<file path="src/rtl/pipe_hazard_ctrl.sv">
// -----------------------------------------------------------------------------
// pipe_hazard_ctrl
// Pipeline sequencer for the 5-stage MIPS core, sitting beside the ID-stage
// control decoder. It stalls the front end on load-use hazards, flushes
// wrong-path instructions after a taken branch/jump, and freezes the whole
// pipeline while a data-memory access is outstanding (with a timeout abort).
//
// State table:
//   state      | meaning
//   -----------+-------------------------------------------------------------
//   S_RUN      | normal flow; load-use stall and branch flush handled here
//   S_FLUSH    | discarding wrong-path instructions for FLUSH_CYCLES-1 more
//   S_MEM_WAIT | data-memory handshake outstanding, pipeline frozen
//
// Parameters:
//   FLUSH_CYCLES  cycles of ifid_flush/idex_bubble after a taken branch (1..15)
//   MEM_TIMEOUT   max consecutive stalled memory cycles before abort (2..65535)
//   CNT_W         width of the saturating stall counter
//
// Ports:
//   clk, rst_n                 clock, asynchronous active-low reset
//   id_op_code, id_rs, id_rt   fields of the instruction in ID
//   ex_mem_read, ex_rt         MemRead and destination of the instruction in EX
//   branch_taken               branch/jump resolved taken (level)
//   mem_req, mem_ready         data-memory handshake of the MEM stage
//   pc_write .. memwb_write    pipeline register write enables
//   ifid_flush, idex_bubble,
//   exmem_bubble               NOP insertion controls
//   mem_error                  sticky memory timeout flag
//   stall_count                saturating count of cycles with pc_write=0
// -----------------------------------------------------------------------------
module pipe_hazard_ctrl #(
  parameter int FLUSH_CYCLES = 1,
  parameter int MEM_TIMEOUT  = 64,
  parameter int CNT_W        = 16
) (
  input  logic             clk,
  input  logic             rst_n,
  input  logic [5:0]       id_op_code,
  input  logic [4:0]       id_rs,
  input  logic [4:0]       id_rt,
  input  logic             ex_mem_read,
  input  logic [4:0]       ex_rt,
  input  logic             branch_taken,
  input  logic             mem_req,
  input  logic             mem_ready,
  output logic             pc_write,
  output logic             ifid_write,
  output logic             idex_write,
  output logic             exmem_write,
  output logic             memwb_write,
  output logic             ifid_flush,
  output logic             idex_bubble,
  output logic             exmem_bubble,
  output logic             mem_error,
  output logic [CNT_W-1:0] stall_count
);

  typedef enum logic [1:0] {
    S_RUN      = 2'd0,
    S_FLUSH    = 2'd1,
    S_MEM_WAIT = 2'd2
  } state_t;

  localparam logic [3:0]  FLUSH_RELOAD = 4'(FLUSH_CYCLES - 1);
  localparam logic [15:0] WAIT_LAST    = 16'(MEM_TIMEOUT - 1);

  state_t           state_q, state_d;
  logic [3:0]       flush_cnt_q, flush_cnt_d;
  logic [15:0]      wait_cnt_q, wait_cnt_d;
  logic             release_q, release_d;
  logic             mem_error_q, mem_error_d;
  logic [CNT_W-1:0] stall_count_q;

  logic id_uses_rt;
  logic load_use;
  logic mem_stall;

  // Opcodes that read rt as a source: R-type, BEQ, BNE, SB, SH, SW.
  always_comb begin
    id_uses_rt = 1'b0;
    case (id_op_code)
      6'b000000, 6'b000100, 6'b000101,
      6'b101000, 6'b101001, 6'b101011: id_uses_rt = 1'b1;
      default:                         id_uses_rt = 1'b0;
    endcase
  end

  assign load_use  = ex_mem_read && (ex_rt != 5'd0) &&
                     ((ex_rt == id_rs) || (id_uses_rt && (ex_rt == id_rt)));
  assign mem_stall = mem_req && !mem_ready;

  always_comb begin
    state_d      = state_q;
    flush_cnt_d  = flush_cnt_q;
    wait_cnt_d   = 16'd0;
    release_d    = 1'b0;
    mem_error_d  = mem_error_q;
    pc_write     = 1'b1;
    ifid_write   = 1'b1;
    idex_write   = 1'b1;
    exmem_write  = 1'b1;
    memwb_write  = 1'b1;
    ifid_flush   = 1'b0;
    idex_bubble  = 1'b0;
    exmem_bubble = 1'b0;

    // A pending forced release overrides a still-stalled memory so the
    // pipeline cannot stay frozen forever after a timeout.
    if (mem_stall && !release_q) begin
      pc_write    = 1'b0;
      ifid_write  = 1'b0;
      idex_write  = 1'b0;
      exmem_write = 1'b0;
      memwb_write = 1'b0;
      state_d     = S_MEM_WAIT;
      if (wait_cnt_q == WAIT_LAST) begin
        mem_error_d = 1'b1;
        release_d   = 1'b1;
        wait_cnt_d  = 16'd0;
      end else begin
        wait_cnt_d = wait_cnt_q + 16'd1;
      end
    end else begin
      // The aborted access left garbage control bits heading into EX/MEM.
      exmem_bubble = release_q;
      if (state_q == S_FLUSH) begin
        ifid_flush  = 1'b1;
        idex_bubble = 1'b1;
        if (branch_taken) begin
          flush_cnt_d = FLUSH_RELOAD;
        end else if (flush_cnt_q <= 4'd1) begin
          flush_cnt_d = 4'd0;
          state_d     = S_RUN;
        end else begin
          flush_cnt_d = flush_cnt_q - 4'd1;
        end
      end else if (branch_taken) begin
        ifid_flush   = 1'b1;
        idex_bubble  = 1'b1;
        exmem_bubble = 1'b1;
        if (FLUSH_CYCLES > 1) begin
          state_d     = S_FLUSH;
          flush_cnt_d = FLUSH_RELOAD;
        end else begin
          state_d     = S_RUN;
          flush_cnt_d = 4'd0;
        end
      end else begin
        state_d     = S_RUN;
        flush_cnt_d = 4'd0;
        if (load_use) begin
          pc_write    = 1'b0;
          ifid_write  = 1'b0;
          idex_bubble = 1'b1;
        end
      end
    end

    // Reset must show idle controls immediately, even with a stalled memory.
    if (!rst_n) begin
      pc_write     = 1'b1;
      ifid_write   = 1'b1;
      idex_write   = 1'b1;
      exmem_write  = 1'b1;
      memwb_write  = 1'b1;
      ifid_flush   = 1'b0;
      idex_bubble  = 1'b0;
      exmem_bubble = 1'b0;
    end
  end

  always_ff @(posedge clk or negedge rst_n) begin
    if (!rst_n) begin
      state_q       <= S_RUN;
      flush_cnt_q   <= 4'd0;
      wait_cnt_q    <= 16'd0;
      release_q     <= 1'b0;
      mem_error_q   <= 1'b0;
      stall_count_q <= '0;
    end else begin
      state_q     <= state_d;
      flush_cnt_q <= flush_cnt_d;
      wait_cnt_q  <= wait_cnt_d;
      release_q   <= release_d;
      mem_error_q <= mem_error_d;
      if (!pc_write && (stall_count_q != {CNT_W{1'b1}})) begin
        stall_count_q <= stall_count_q + 1'b1;
      end
    end
  end

  assign mem_error   = mem_error_q;
  assign stall_count = stall_count_q;

endmodule

</file>
<file path="config.mk">
export PLATFORM = sky130hd
export DESIGN_NAME = pipe_hazard_ctrl
export DESIGN_NICKNAME = d
export VERILOG_FILES = /design/src/rtl/pipe_hazard_ctrl.sv
export SDC_FILE = /design/constraint.sdc
export NUM_CORES = 1
export LEC_CHECK = 0
export ABC_CLOCK_PERIOD_IN_PS = 2300
export BUFFER_PORTS_ARGS = -buffer_cell sky130_fd_sc_hd__buf_2
export CAP_MARGIN = 20
export CORE_MARGIN = 4
export CORE_UTILIZATION = 45
export CTS_CLUSTER_DIAMETER = 30
export CTS_CLUSTER_SIZE = 14
export DETAILED_ROUTE_END_ITERATION = 8
export GPL_TIMING_DRIVEN = 1
export HOLD_SLACK_MARGIN = 0.15
export MAX_ROUTING_LAYER = met4
export PLACE_DENSITY = 0.79
export SYNTH_ARGS = -nofsm -noshare
export SYNTH_HDL_FRONTEND = slang
export SYNTH_SLANG_ARGS = --single-unit
</file>
<file path="constraint.sdc">
create_clock -name clk -period 2.3 [get_ports clk]
set_input_delay 0.115 -clock clk [delete_from_list [all_inputs] [get_ports clk]]
set_output_delay 0.115 -clock clk [all_outputs]
set_load 0.01 [all_outputs]
</file>
# [Yosys cells after proc, flatten, opt, wreduce, memory -nomap -nowiden]
# Index checks and enable logic that the tools add are counted.
[word_totals] regBits=40 in_bits=27 output_inout_bits=25
[op_classes] addsub=3 magnitude_cmp=1 eq_ne=12 muxes=32 reduce_logical=15
[ops] cell="$add A16 B1 Y16 const B" n=2
[ops] cell="$mux W16" n=2
[ops] cell="$mux W1" n=23
[ops] cell="$eq A6 B6 Y1 const B" n=3
[ops] cell="$eq A16 B6 Y1 const B" n=1
[ops] cell="$ne A16 B16 Y1 const B" n=1
[ops] cell="$eq A6 B3 Y1 const B" n=2
[ops] cell="$mux W4" n=3
[ops] cell="$eq A5 B5 Y1" n=2
[ops] cell="$mux W2" n=4
[ops] cell="$logic_and A1 B1 Y1" n=6
[ops] cell="$logic_not A6 Y1" n=1
[ops] cell="$reduce_or A6 Y1" n=1
[ops] cell="$reduce_bool A5 Y1" n=1
[ops] cell="$le A4 B1 Y1 const B" n=1
[ops] cell="$reduce_and A2 Y1" n=2
[ops] cell="$sub A4 B1 Y4 const B" n=1
[ops] cell="$logic_not A1 Y1" n=3
[ops] cell="$ne A3 B2 Y1 const B" n=1
[ops] cell="$ne A3 B3 Y1 const B" n=1
[ops] cell="$eq A2 B1 Y1 const B" n=1
[ops] cell="$logic_or A1 B1 Y1" n=1

# [Longest topological paths before layout]
[logic_depth] ltp_word=13 depth_mapped=7

# [Least setup slack after synthesis]
# OpenSTA, ideal clock, no wires.
[synth_timing] kind="register to register" start="register stall_count_q[0], in the netlist stall_count[0]" end="register stall_count_q[1], in the netlist stall_count[1]" setup_time_ps=128 t_arrival_ps=1899 t_required_ps=2172 path_slack_ps=273 stages_incl_launch_ff=8 synth_period_minus_slack_ps=2027 path_cell_list="dfrtp_1 > ha_1 > and3_1 > and3_1 > and3_1 > nand2_1 > nand2_2 > mux2_1"
[synth_via] elab_chain_len=2 word_cells_on_any_way=3
[synth_lines] item="from (decl)" line="73" source="logic [CNT_W-1:0] stall_count_q;"
[synth_lines] item="from (signal assigned)" line="188" source="stall_count_q <= stall_count_q + 1'b1;"
[synth_lines] item="parallel branches: the longest is 2 deep, another holds $add A16 B1 Y16"
# Parallel ways; which one is timed is not known.
# A chain may end at the register's enable or synchronous reset.

# [Worst setup path in the final report]
# Same ends and word-level chain as after synthesis.

==> out/results.ini <==
[setup_path]
cpMostUsedCell=and3_1
crit_chain=ha_1, and3_1, and3_1, and3_1, nand2_1, nand2_2, mux2_1
max_stage_delay_ps=390
required_ps=2460
cp.depth=7
startpoint_type=flop
cp.arrival_ps=2230
crit_path_top_delay_cell=dfrtp_1
cp.buffers_inverters=0
critPathMaxFanout=5
reg2regPathDepth=7
r2r_end=stall_count[1]
cp_top_family=simple AND/OR/NAND/NOR gates
critPathKind=flop to flop
r2r_start=stall_count[0]
reg2reg_slack_ps=230
end_kind=flop

[logic_synthesis]
syn-cell-area_um2=1890
ys_types=35
syn_inst=190
synth_edf_count=0
syn_avg_cell_area_um2=9.95
synth_fp_nets=219
postSynth.asyncResetShare_pct=100
synth_ff_type=dfrtp_1
synth-seq-cells=34
yosys_warnings=0
yosysSeqAreaShare_pct=45.0

[layout]
final_cell_area_um2=2310
nNetsFinal=278
area_growth_syn_to_layout_pct=22.0
layout_commonest_cell=buf_2
drive_gt1_share_pct=29.0
final_cells=298
final_cell_mix=51 x buf_2, 34 x dfrtp_1, 26 x nor2_1
antenna_cells=0
fillers=356
final_util_pct=57.2

[power_and_ir_drop]
leakage_nw=1.11
power.internal_mw=0.980
ir_drop_mv=0.255
p_clk_share_pct=31.6
switching_share_pct=26.7
finalPower_mw=1.34
p_sw_mw=0.358
seqPwrFrac_pct=51.1
power_density_nw_per_um2=580
p_comb_share_pct=17.4

[clocking]
cts.sinks=34
hold_buffers=3
clk_pin_slew_ps=60
cts_root_buf=clkbuf_8
cts_resized=0
cts_setup_buffers=0
numCtsBuffers=5
cts_tree=built
clk_latency_ps=280
h-tree-depth=2
cts_max_path_buffers=2

[routing]
ant_nets=0
num_vias=1597
firstDrtPassIters=4
drcViolationCount=0
via_per_inst=5.36
drt-wirelength-per-cell_um=13.3
drtIter0Drc=136
wirelength_um=3970

[floorplanning]
die_w_um=72.8
die_area_um2=5300
ios=52
core_um2=4030
initial_core_util_pct=46.9
rows=23
fp.dieH_um=72.8

[sta]
rsz0062_at_grt=false
setup_viol=0
final.setup_skew_ps=2.03
slew_headroom_pct=68.9
worst_slew_pin_slew_ps=465
post-route-min-period_ps=2070
min_period_over_period_pct=90.1
slew_violations=0
fmax_ghz=0.483
holdWs_ps=263
fin_ws_ps=229
hold_violations=0
setup_tns_ps=0

[global_route]
grt_pass1_vias=1626
grt_usage_pct=17.2
grt_max_degree=27
grt_first_pass_wirelength_um=6960
grt_antenna_before_repair=0
grt-ovfl-total=0

[worst_hold_path]
hold_path_class=input pin to asynchronous set/reset pin

[place]
gp_congestion=0.835
io_buffers=51
pre_cts_slack_ps=270
dp_hpwl_um=3050
place_area_um2=2190
placed_cells=289

[flow_run]
maxCapViolCount=0

[outcome]
outcome=finished clean

[how the worst max path moves through the flow]
stage | start | to | slack (ps)
after detailed placement | stall_count[0] | stall_count[1] | 270
after global placement | stall_count[0] | stall_count[1] | 350
after CTS | stall_count[0] | stall_count[1] | 240
final | stall_count[0] | stall_count[1] | 230
after global routing | stall_count[0] | stall_count[1] | 30
after floorplan | stall_count[0] | stall_count[1] | 270
[worst reg2reg max path, delay by kind of cell (launching register included)]
family,cells,cell delay [ps]
flip-flops,1,390
multiplexers,1,320
adder cells (fa/ha/maj),1,190
AND/OR/NAND/NOR,5,1040
[power groups by stage]
stage	Combinational [mW]	Sequential [mW]	Clock (mW)
finish	0.232	0.683	0.423
global route	0.263	0.695	0.455
CTS	0.237	0.685	0.437
detailed placement	0.232	0.696	0
global placement	0.223	0.693	0
floorplan	0.103	0.708	0
[logic make-up (layout without fill, tap and decap cells)]
group	after synthesis	in the layout	share of synthesized area, %
and+or+nand+nor	97	97	27.8
adders and majority gates	2	2	1.32
xor gates and xnor gates	35	35	16.2
buffers and inverters	7	65	2.38
DFF	34	34	45.0
AOI/OAI and AO/OA	12	12	5.49
muxes	3	3	1.79
[metal layers]
metal	track usage (%)	share of wire, %	vias to the layer above
li1	-	-	769
met1	20.9	42	754
met2	28.1	49	67
met3	3.17	7.1	7
met4	7.38	1.7	0
met5	-	0	-
[final cells by class]
cell class | instances | area [µm²] | share of cell area [%]
inverter | 2 | 7.51 | 0.326
sequential | 34 | 851 | 36.9
clock buffer | 6 | 82.6 | 3.58
multi-input combinational | 149 | 995 | 43.1
timing repair buffer | 57 | 308 | 13.3
tap | 50 | 62.6 | 2.71
[sequential cells by signal, summed over array words and instances, names as in the netlist]
register	flops
stall_count	16
wait_cnt_q	16
release_q	1
mem_error	1
[cell usage after synthesis, types with 2 or more instances]
library cell | instances | area [µm²]
a31oi_1 | 2 | 12.5
mux2_1 | 3 | 33.8
a21oi_1 | 5 | 25.0
and3_1 | 15 | 93.8
nand4_1 | 9 | 56.3
dfrtp_1 | 34 | 851
and2_1 | 3 | 18.8
nand2_1 | 15 | 56.3
nor2_1 | 26 | 97.6
nand3_1 | 9 | 45.0
ha_1 | 2 | 25.0
buf_4 | 3 | 22.5
nor4_1 | 2 | 12.5
nor3_1 | 3 | 15.0
xnor2_1 | 18 | 158
xor2_1 | 17 | 149
nor2b_1 | 2 | 12.5
nand3_2 | 5 | 50.1
No activity file was read; power rests on OpenSTA's default activity.
